$ cat src/rtl/exc_ctrl.sv
// -----------------------------------------------------------------------------
// exc_ctrl -- exception / interrupt sequencer between the WB stage and CP0.
//
// Picks the highest-priority event for the instruction in WB: a pending
// interrupt, one of the per-instruction exception flags, or an eret. It then
// issues a one-cycle commit strobe to CP0 (wb_ex or eret_commit), flushes the
// pipeline and holds a redirect request to fetch until fetch accepts it.
// Only one event is in flight at a time: while the redirect is outstanding,
// the WB inputs are ignored.
//
// Handshake: redirect_valid/redirect_pc form a valid/ready source. Once
// redirect_valid is raised, it and redirect_pc stay stable until a cycle in
// which redirect_ready is also high. That cycle is the transfer. The block is
// back in IDLE on the following cycle. There is no timeout.
//
// Ports:
//   clk, rst          clock, synchronous active-high reset
//   ws_valid, ws_pc,  WB instruction valid, PC, delay-slot flag
//   ws_bd
//   ws_ex_*           per-instruction exception flags
//   ws_data_addr      load/store effective address (BadVAddr source)
//   ws_eret           WB instruction is eret
//   cp0_status/cause  interrupt enable/mask/pending sources
//   cp0_epc           eret return target
//   wb_ex, wb_bd, wb_excode, wb_pc, wb_badvaddr   exception commit to CP0
//   eret_commit       eret commit strobe to CP0
//   flush             kill all pipeline stages
//   redirect_valid, redirect_pc, redirect_ready   redirect handshake to fetch
// -----------------------------------------------------------------------------
module exc_ctrl #(
    parameter logic [31:0] EX_ENTRY   = 32'hbfc00380,
    parameter logic [4:0]  INT_EXCODE = 5'd0
) (
    input  logic        clk,
    input  logic        rst,
    input  logic        ws_valid,
    input  logic [31:0] ws_pc,
    input  logic        ws_bd,
    input  logic        ws_ex_adel_if,
    input  logic        ws_ex_ri,
    input  logic        ws_ex_ov,
    input  logic        ws_ex_sys,
    input  logic        ws_ex_bp,
    input  logic        ws_ex_adel_ld,
    input  logic        ws_ex_ades,
    input  logic [31:0] ws_data_addr,
    input  logic        ws_eret,
    input  logic [31:0] cp0_status,
    input  logic [31:0] cp0_cause,
    input  logic [31:0] cp0_epc,
    output logic        wb_ex,
    output logic        wb_bd,
    output logic [4:0]  wb_excode,
    output logic [31:0] wb_pc,
    output logic [31:0] wb_badvaddr,
    output logic        eret_commit,
    output logic        flush,
    output logic        redirect_valid,
    output logic [31:0] redirect_pc,
    input  logic        redirect_ready
);

    typedef enum logic {
        S_IDLE     = 1'b0,
        S_REDIRECT = 1'b1
    } state_t;

    state_t      state_q;
    state_t      state_d;
    logic        int_pend_r;
    logic        int_pend_d;
    logic        any_ex;
    logic        take;
    logic        eret_take;
    logic [4:0]  excode;
    logic [31:0] badvaddr;

    // Status/Cause bits that play no part in the interrupt decision.
    logic unused_cp0_bits;
    assign unused_cp0_bits = ^{cp0_status[31:16], cp0_status[7:2],
                               cp0_cause[31:16], cp0_cause[7:0]};

    // Interrupt pending is sampled one cycle ahead of its use. A fresh
    // Status/Cause write therefore affects only the next WB instruction.
    assign int_pend_d = cp0_status[0] & ~cp0_status[1]
                      & (|(cp0_cause[15:8] & cp0_status[15:8]));

    assign any_ex = ws_ex_adel_if | ws_ex_ri | ws_ex_ov | ws_ex_sys
                  | ws_ex_bp | ws_ex_adel_ld | ws_ex_ades;

    // Gating with rst keeps every strobe low while reset is asserted.
    assign take      = ~rst & (state_q == S_IDLE) & ws_valid & (int_pend_r | any_ex);
    assign eret_take = ~rst & (state_q == S_IDLE) & ws_valid & ws_eret & ~take;

    // Priority encode: interrupt first, then fetch-side faults before
    // decode/execute faults, and memory-stage faults last.
    always_comb begin
        excode   = 5'd0;
        badvaddr = 32'd0;
        if (int_pend_r) begin
            excode = INT_EXCODE;
        end else if (ws_ex_adel_if) begin
            excode   = 5'd4;
            badvaddr = ws_pc;
        end else if (ws_ex_ri) begin
            excode = 5'd10;
        end else if (ws_ex_ov) begin
            excode = 5'd12;
        end else if (ws_ex_sys) begin
            excode = 5'd8;
        end else if (ws_ex_bp) begin
            excode = 5'd9;
        end else if (ws_ex_adel_ld) begin
            excode   = 5'd4;
            badvaddr = ws_data_addr;
        end else if (ws_ex_ades) begin
            excode   = 5'd5;
            badvaddr = ws_data_addr;
        end
    end

    // Next state and outputs.
    always_comb begin
        state_d        = state_q;
        wb_ex          = 1'b0;
        wb_bd          = 1'b0;
        wb_excode      = 5'd0;
        wb_pc          = 32'd0;
        wb_badvaddr    = 32'd0;
        eret_commit    = 1'b0;
        redirect_valid = 1'b0;
        flush          = 1'b0;
        case (state_q)
            S_IDLE: begin
                if (take) begin
                    wb_ex       = 1'b1;
                    wb_bd       = ws_bd;
                    wb_excode   = excode;
                    wb_pc       = ws_pc;
                    wb_badvaddr = badvaddr;
                    flush       = 1'b1;
                    state_d     = S_REDIRECT;
                end else if (eret_take) begin
                    eret_commit = 1'b1;
                    flush       = 1'b1;
                    state_d     = S_REDIRECT;
                end
            end
            S_REDIRECT: begin
                redirect_valid = 1'b1;
                flush          = 1'b1;
                if (redirect_ready) begin
                    state_d = S_IDLE;
                end
            end
            default: state_d = S_IDLE;
        endcase
    end

    always_ff @(posedge clk) begin
        if (rst) begin
            state_q     <= S_IDLE;
            int_pend_r  <= 1'b0;
            redirect_pc <= 32'd0;
        end else begin
            state_q    <= state_d;
            int_pend_r <= int_pend_d;
            if (take) begin
                redirect_pc <= EX_ENTRY;
            end else if (eret_take) begin
                redirect_pc <= cp0_epc;
            end
        end
    end

endmodule
$ cat config.mk
export PLATFORM = sky130hd
export DESIGN_NAME = exc_ctrl
export DESIGN_NICKNAME = d
export VERILOG_FILES = /design/src/rtl/exc_ctrl.sv
export SDC_FILE = /design/constraint.sdc
export NUM_CORES = 1
export LEC_CHECK = 0
export ABC_AREA = 1
export ABC_CLOCK_PERIOD_IN_PS = 1300
export CAP_MARGIN = 10
export CORE_AREA = 3 3 106 108
export DETAILED_ROUTE_END_ITERATION = 8
export DIE_AREA = 0 0 109 111
export GPL_TIMING_DRIVEN = 1
export HOLD_SLACK_MARGIN = 0.15
export PLACE_DENSITY_LB_ADDON = 0.08
export SLEW_MARGIN = 40
export SYNTH_ARGS = -nofsm -noshare
export SYNTH_HDL_FRONTEND = slang
export SYNTH_SLANG_ARGS = --single-unit
export TNS_END_PERCENT = 100
$ cat constraint.sdc
create_clock -name clk -period 1.3 [get_ports clk]
set_clock_uncertainty 0.05 [all_clocks]
set_input_delay 0.13 -clock clk [delete_from_list [all_inputs] [get_ports clk]]
set_output_delay 0.13 -clock clk [all_outputs]
set_load 0.005 [all_outputs]
**Word level (Yosys, flattened, before mapping)**

Index checks and enable logic that the tools add are counted.

- Muxes and demuxes: 36
- Bitwise logic cells: 19
- Reduce and logical (&&, ||, !) cells: 3

Operators with widths:

| cell | number |
|---|---|
| 2-to-1 mux 32 bit | 14 |
| 2-to-1 mux 4 bit | 6 |
| 2-to-1 mux 1 bit | 10 |
| 2-to-1 mux 5 bit | 2 |
| bitwise AND 8 bit | 1 |
| OR reduction 8 bit | 1 |
| bitwise AND 1 bit | 7 |
| bitwise OR 1 bit | 7 |
| 2-to-1 mux 3 bit | 2 |
| NOT 1 bit | 4 |
| case mux 1 bit (2 select lines) | 2 |
| nonzero test 2 bit | 1 |
| OR reduction 2 bit | 1 |

- Flip-flop bits (word level): 34
- Bits of input ports: 173
- Output and inout port bits: 106
- Logic and storage cells: 62

**Longest topological paths before layout**

- Depth after elaboration: 13
- Depth in mapped cells: 8

**Worst setup path before layout**

No wires, ideal clock.

- Path kind: reg2reg
- Start point: register state_q
- End point: register redirect_pc[22]
- Arrival time: 1148 ps
- Setup slack: -10 ps
- Cell stages (with the launch flop): 8
- Path buffers: 1
- Period minus slack after synthesis: 1310 ps
- Cell sequence: dfxtp_1 > inv_1 > nand3_1 > nor2_4 > buf_1 > nand3b_1 > nand2_1 > nor2_1

- Word-level cells in the longest chain between the ends: 7
- Elaborated cells between the ends (all ways): 9
- Classes of those cells: mux (1); bitwise (7); reduce/logical (1)

RTL lines:

| what | RTL line | source |
|---|---|---|
| from (decl) | 68 | `state_t state_q;` |
| from (signal assigned) | 166 | `state_q <= state_d;` |
| NOT 1 bit * | -- |  |
| bitwise AND 1 bit * (2 in series) | 92, 93 |  |
| bitwise AND 1 bit | 92 | `assign take = ~rst & (state_q == S_IDLE) & ws_valid & (int_pend_r \| any_ex);` |
| NOT 1 bit | 93 | `assign eret_take = ~rst & (state_q == S_IDLE) & ws_valid & ws_eret & ~take;` |
| bitwise AND 1 bit | 93 |  |
| nonzero test 2 bit (no source line) | -- |  |
| to (signal assigned) | 171 | `redirect_pc <= cp0_epc;` |
| to (decl) | 59 | `output logic [31:0] redirect_pc,` |

Mark *: on every way between the ends. The rest lies on a longest branch, timed or not.
A chain may end at the register's enable or synchronous reset.

**Worst setup path in the final report**

- Start point: register int_pend_r
- End point: output wb_pc[29]

- Word-level cells in the longest chain between the ends: 4

RTL lines:

| what | RTL line | source |
|---|---|---|
| from (decl) | 70 | `logic int_pend_r;` |
| from (signal assigned) | 167 | `int_pend_r <= int_pend_d;` |
| bitwise OR 1 bit | 92 |  |
| bitwise AND 1 bit | 92 |  |
| 2-to-1 mux 32 bit | 135 | `if (take) begin` |
| 2-to-1 mux 32 bit | 133 | `case (state_q)` |
| to (decl) | 54 | `output logic [31:0] wb_pc,` |

No other way between the ends.

==> results.tsv <==
metric	value	unit
status	finished, violations left	
failing checks	negative setup slack	
DRT Wirelength	14200	microns
RePlAce Congestion	0.848	
largest net degree at the start of global routing	33	
hold path depth	3	
RSZ-0062 raised after global routing	true	
Post-DRT Antenna Nets	0	
Clock transition at path regs	0.07	ns
Mapped Area	2320	sq um
worst-skew pair later-pin latency	0.28	ns
met1 wire length	5160	microns
Setup-failing EPs final	105	
Clock Path Buffers	2	
sequential cell area fraction in the yosys report	0.293	
switch share	0.286	
fin area	6170	sq um
worst reg2reg endpoint	redirect_pc[25]$_SDFFE_PP0P_	
Avg Vias per Cell	4.76	
max_cap viols	0	
Area Overhead vs Synth	166	%
count of nets after finishing	857	
H-tree levels	2	
routed length on met3	1200	microns
# DRC	0	
TritonCTS clock tree	built	
Worst Hold End	int_pend_r$_SDFF_PP0_	
CTS root buffer	clkbuf_8	
Post-synth EDFFs	0	
# rows	37	
hold bufs inserted after CTS	0	
Period Utilization, post-route	1.39	
most frequent cell after synthesis	nor2_1	
post-DP HPWL	8680	microns
Leak	0.00285	uW
first-pass GRT wire length	20500	microns
max-slew violation count	0	
Die X	109	microns
routed len/inst	17.3	microns
syn nets	564	
worst hold start	cp0_status[0]	
Most used DFF post-synth	dfxtp_1	
FFs w/ async S/R, synth	0	
Yosys reg bits	34	
Worst Path Max Fanout	6	
R2R Setup Slk	-0.43	ns
Post-Syn Instances	391	
RR Startpoint	int_pend_r$_SDFF_PP0_	
area of the die	12100	sq um
Synth top cells by count	nor2_1 (67), a21oi_1 (54), nand2_1 (47), inv_1 (43), nor3_1 (37)	
Placed Area	4980	sq um
Antenna Cells	0	
Final min period	1.81	ns
pre-CTS worst setup slack	-0.900	ns
sw power	1130	uW
CORE AREA	10300	sq um
Layout fillers	935	
final worst slack	-0.507	ns
layout cells sized above 1	0.441	
Port Buf Inserts	231	
grt total ovfl	0	
CP Launch Type	flop	
Cell Pwr Density	642	nW/um^2
initial antenna violation count	0	
hold violation count in the final report	0	
vias	3905	
# clock sinks	34	
Hold Crit Class	in2reg	
Die H	111	microns
post-synth top area share	0.293	
Inserted Clock Buffers	5	
vias in the first global route	3776	
Max VDD drop	0.746	mV
Starting DRT DRC Count	189	
met2 wire len	7580	microns
Yosys top cell by area	dfxtp_1	
Internal Power	2830	uW
dominant cells by area after synthesis	dfxtp_1 (29%), a21oi_1 (12%), nor2_1 (11%), nor3_1 (8.0%), nand2_1 (7.6%)	
Seq pwr share	0.283	
Mapped Avg Cell Area	5.94	sq um
critical path class	reg2out	
Highest Signal Layer	met4	
worst r2r path cells	11	
Synth Warn #	0	
Worst setup EP type	primary output	
Starting Density	0.225	
clock group share of total power	0.299	
GRT Total Usage	0.212	
Comb power frac	0.418	
crit path DAT	1.63	ns
Yosys cell types	21	
Critical Path RT	1.12	ns
fmax	553	MHz
boundary pin count	279	
Pre-Repair DR Iteration Count	5	
[cell type report]
cell class	instances	area, sq um	share of cell area
Tap cell	136	170	0.0276
Multi-Input combinational cell	280	1910	0.309
Clock inverter	3	68.8	0.0112
Sequential cell	34	703	0.114
Timing Repair Buffer	319	3080	0.499
Inverter	44	173	0.0280
Clock buffer	5	68.8	0.0112
[power groups by stage]
stage | clock [uW] | combinational (uW) | sequential, uW
6_report | 1190 | 1660 | 1120
5_1_grt | 1260 | 1770 | 1130
4_1_cts | 1230 | 1570 | 1120
3_5_place_dp | 0 | 1180 | 1130
3_3_place_gp | 0 | 1180 | 1130
2_1_floorplan | 0 | 353 | 1130
[placed cells by master (no fill, tap or decap), drive strengths merged]
cell type      instances
nand2                 48
dlygate4sd2           36
nor3                  37
buf                  144
clkdlybuf4s50        119
a22o                   2
conb                   1
clkdlybuf4s15          2
bufbuf                 1
clkbuf                22
o211ai                 1
inv                   44
dfxtp                 34
a21oi                 54
bufinv                 2
nand3                 22
nand3b                12
o21ai                 33
clkinv                 1
nor2                  70
[sequential cells by signal, indices dropped and copies added, names as in the netlist]
signal,cells
int_pend_r,1
redirect_pc,32
state_q,1
[logic make-up after synthesis]
group	synth area share
AO/OA/AOI/OAI	0.203
buffers and inverters	0.137
AND/OR/NAND/NOR	0.365
other	0.00161
flip-flops	0.293
[through the flow]
stage,util,std cells,hold slack [ns],total power (uW),setup TNS [ns]
floorplan,-,391,0.203,1480,0
global placement,0.482,758,0.398,2310,-81.63
detailed placement,0.482,758,0.403,2310,-80.94
CTS,0.583,816,0.334,3920,-45.70
global route,0.598,821,0.354,4150,-50.01
finish,0.598,821,0.338,3960,-44.35
[routing by layer]
metal | global-route usage | vias up
li1 | - | 1872
met4 | 0.0556 | 0
met3 | 0.0524 | 22
met5 | 0 | -
met1 | 0.229 | 1838
met2 | 0.400 | 173
[worst max path at each step]
stage,from,to,slack [ns],depth (start not counted)
2_1_floorplan,state_q$_SDFF_PP0_,wb_badvaddr[10],0.01,6
3_3_place_gp,ws_ex_ov,wb_badvaddr[12],-0.91,8
3_5_place_dp,ws_ex_ov,wb_badvaddr[12],-0.90,8
4_1_cts,int_pend_r$_SDFF_PP0_,redirect_pc[12]$_SDFFE_PP0N_,-0.53,12
5_1_grt,int_pend_r$_SDFF_PP0_,wb_pc[22],-0.56,9
6_report,int_pend_r$_SDFF_PP0_,wb_pc[29],-0.51,9
[what timing repair did]
item | CTS | global route
endpoints found under the setup margin | 138 | 105
resized for setup | 468 | 78
pin swaps | 21 | 20
gates cloned | 13 | 3
setup buffers | 38 | 10
[worst max-delay path, stage by stage, from the launching register on]
cell and delay (ns):
dfxtp_4 0.35, nor2_4 0.13, nand2_2 0.09, o21ai_4 0.16
buf_6 0.16, buf_16 0.12, buf_12 0.11, buf_6 0.08
nor2_2 0.02, buf_2 0.12
Power figures use the tool's default switching activity.
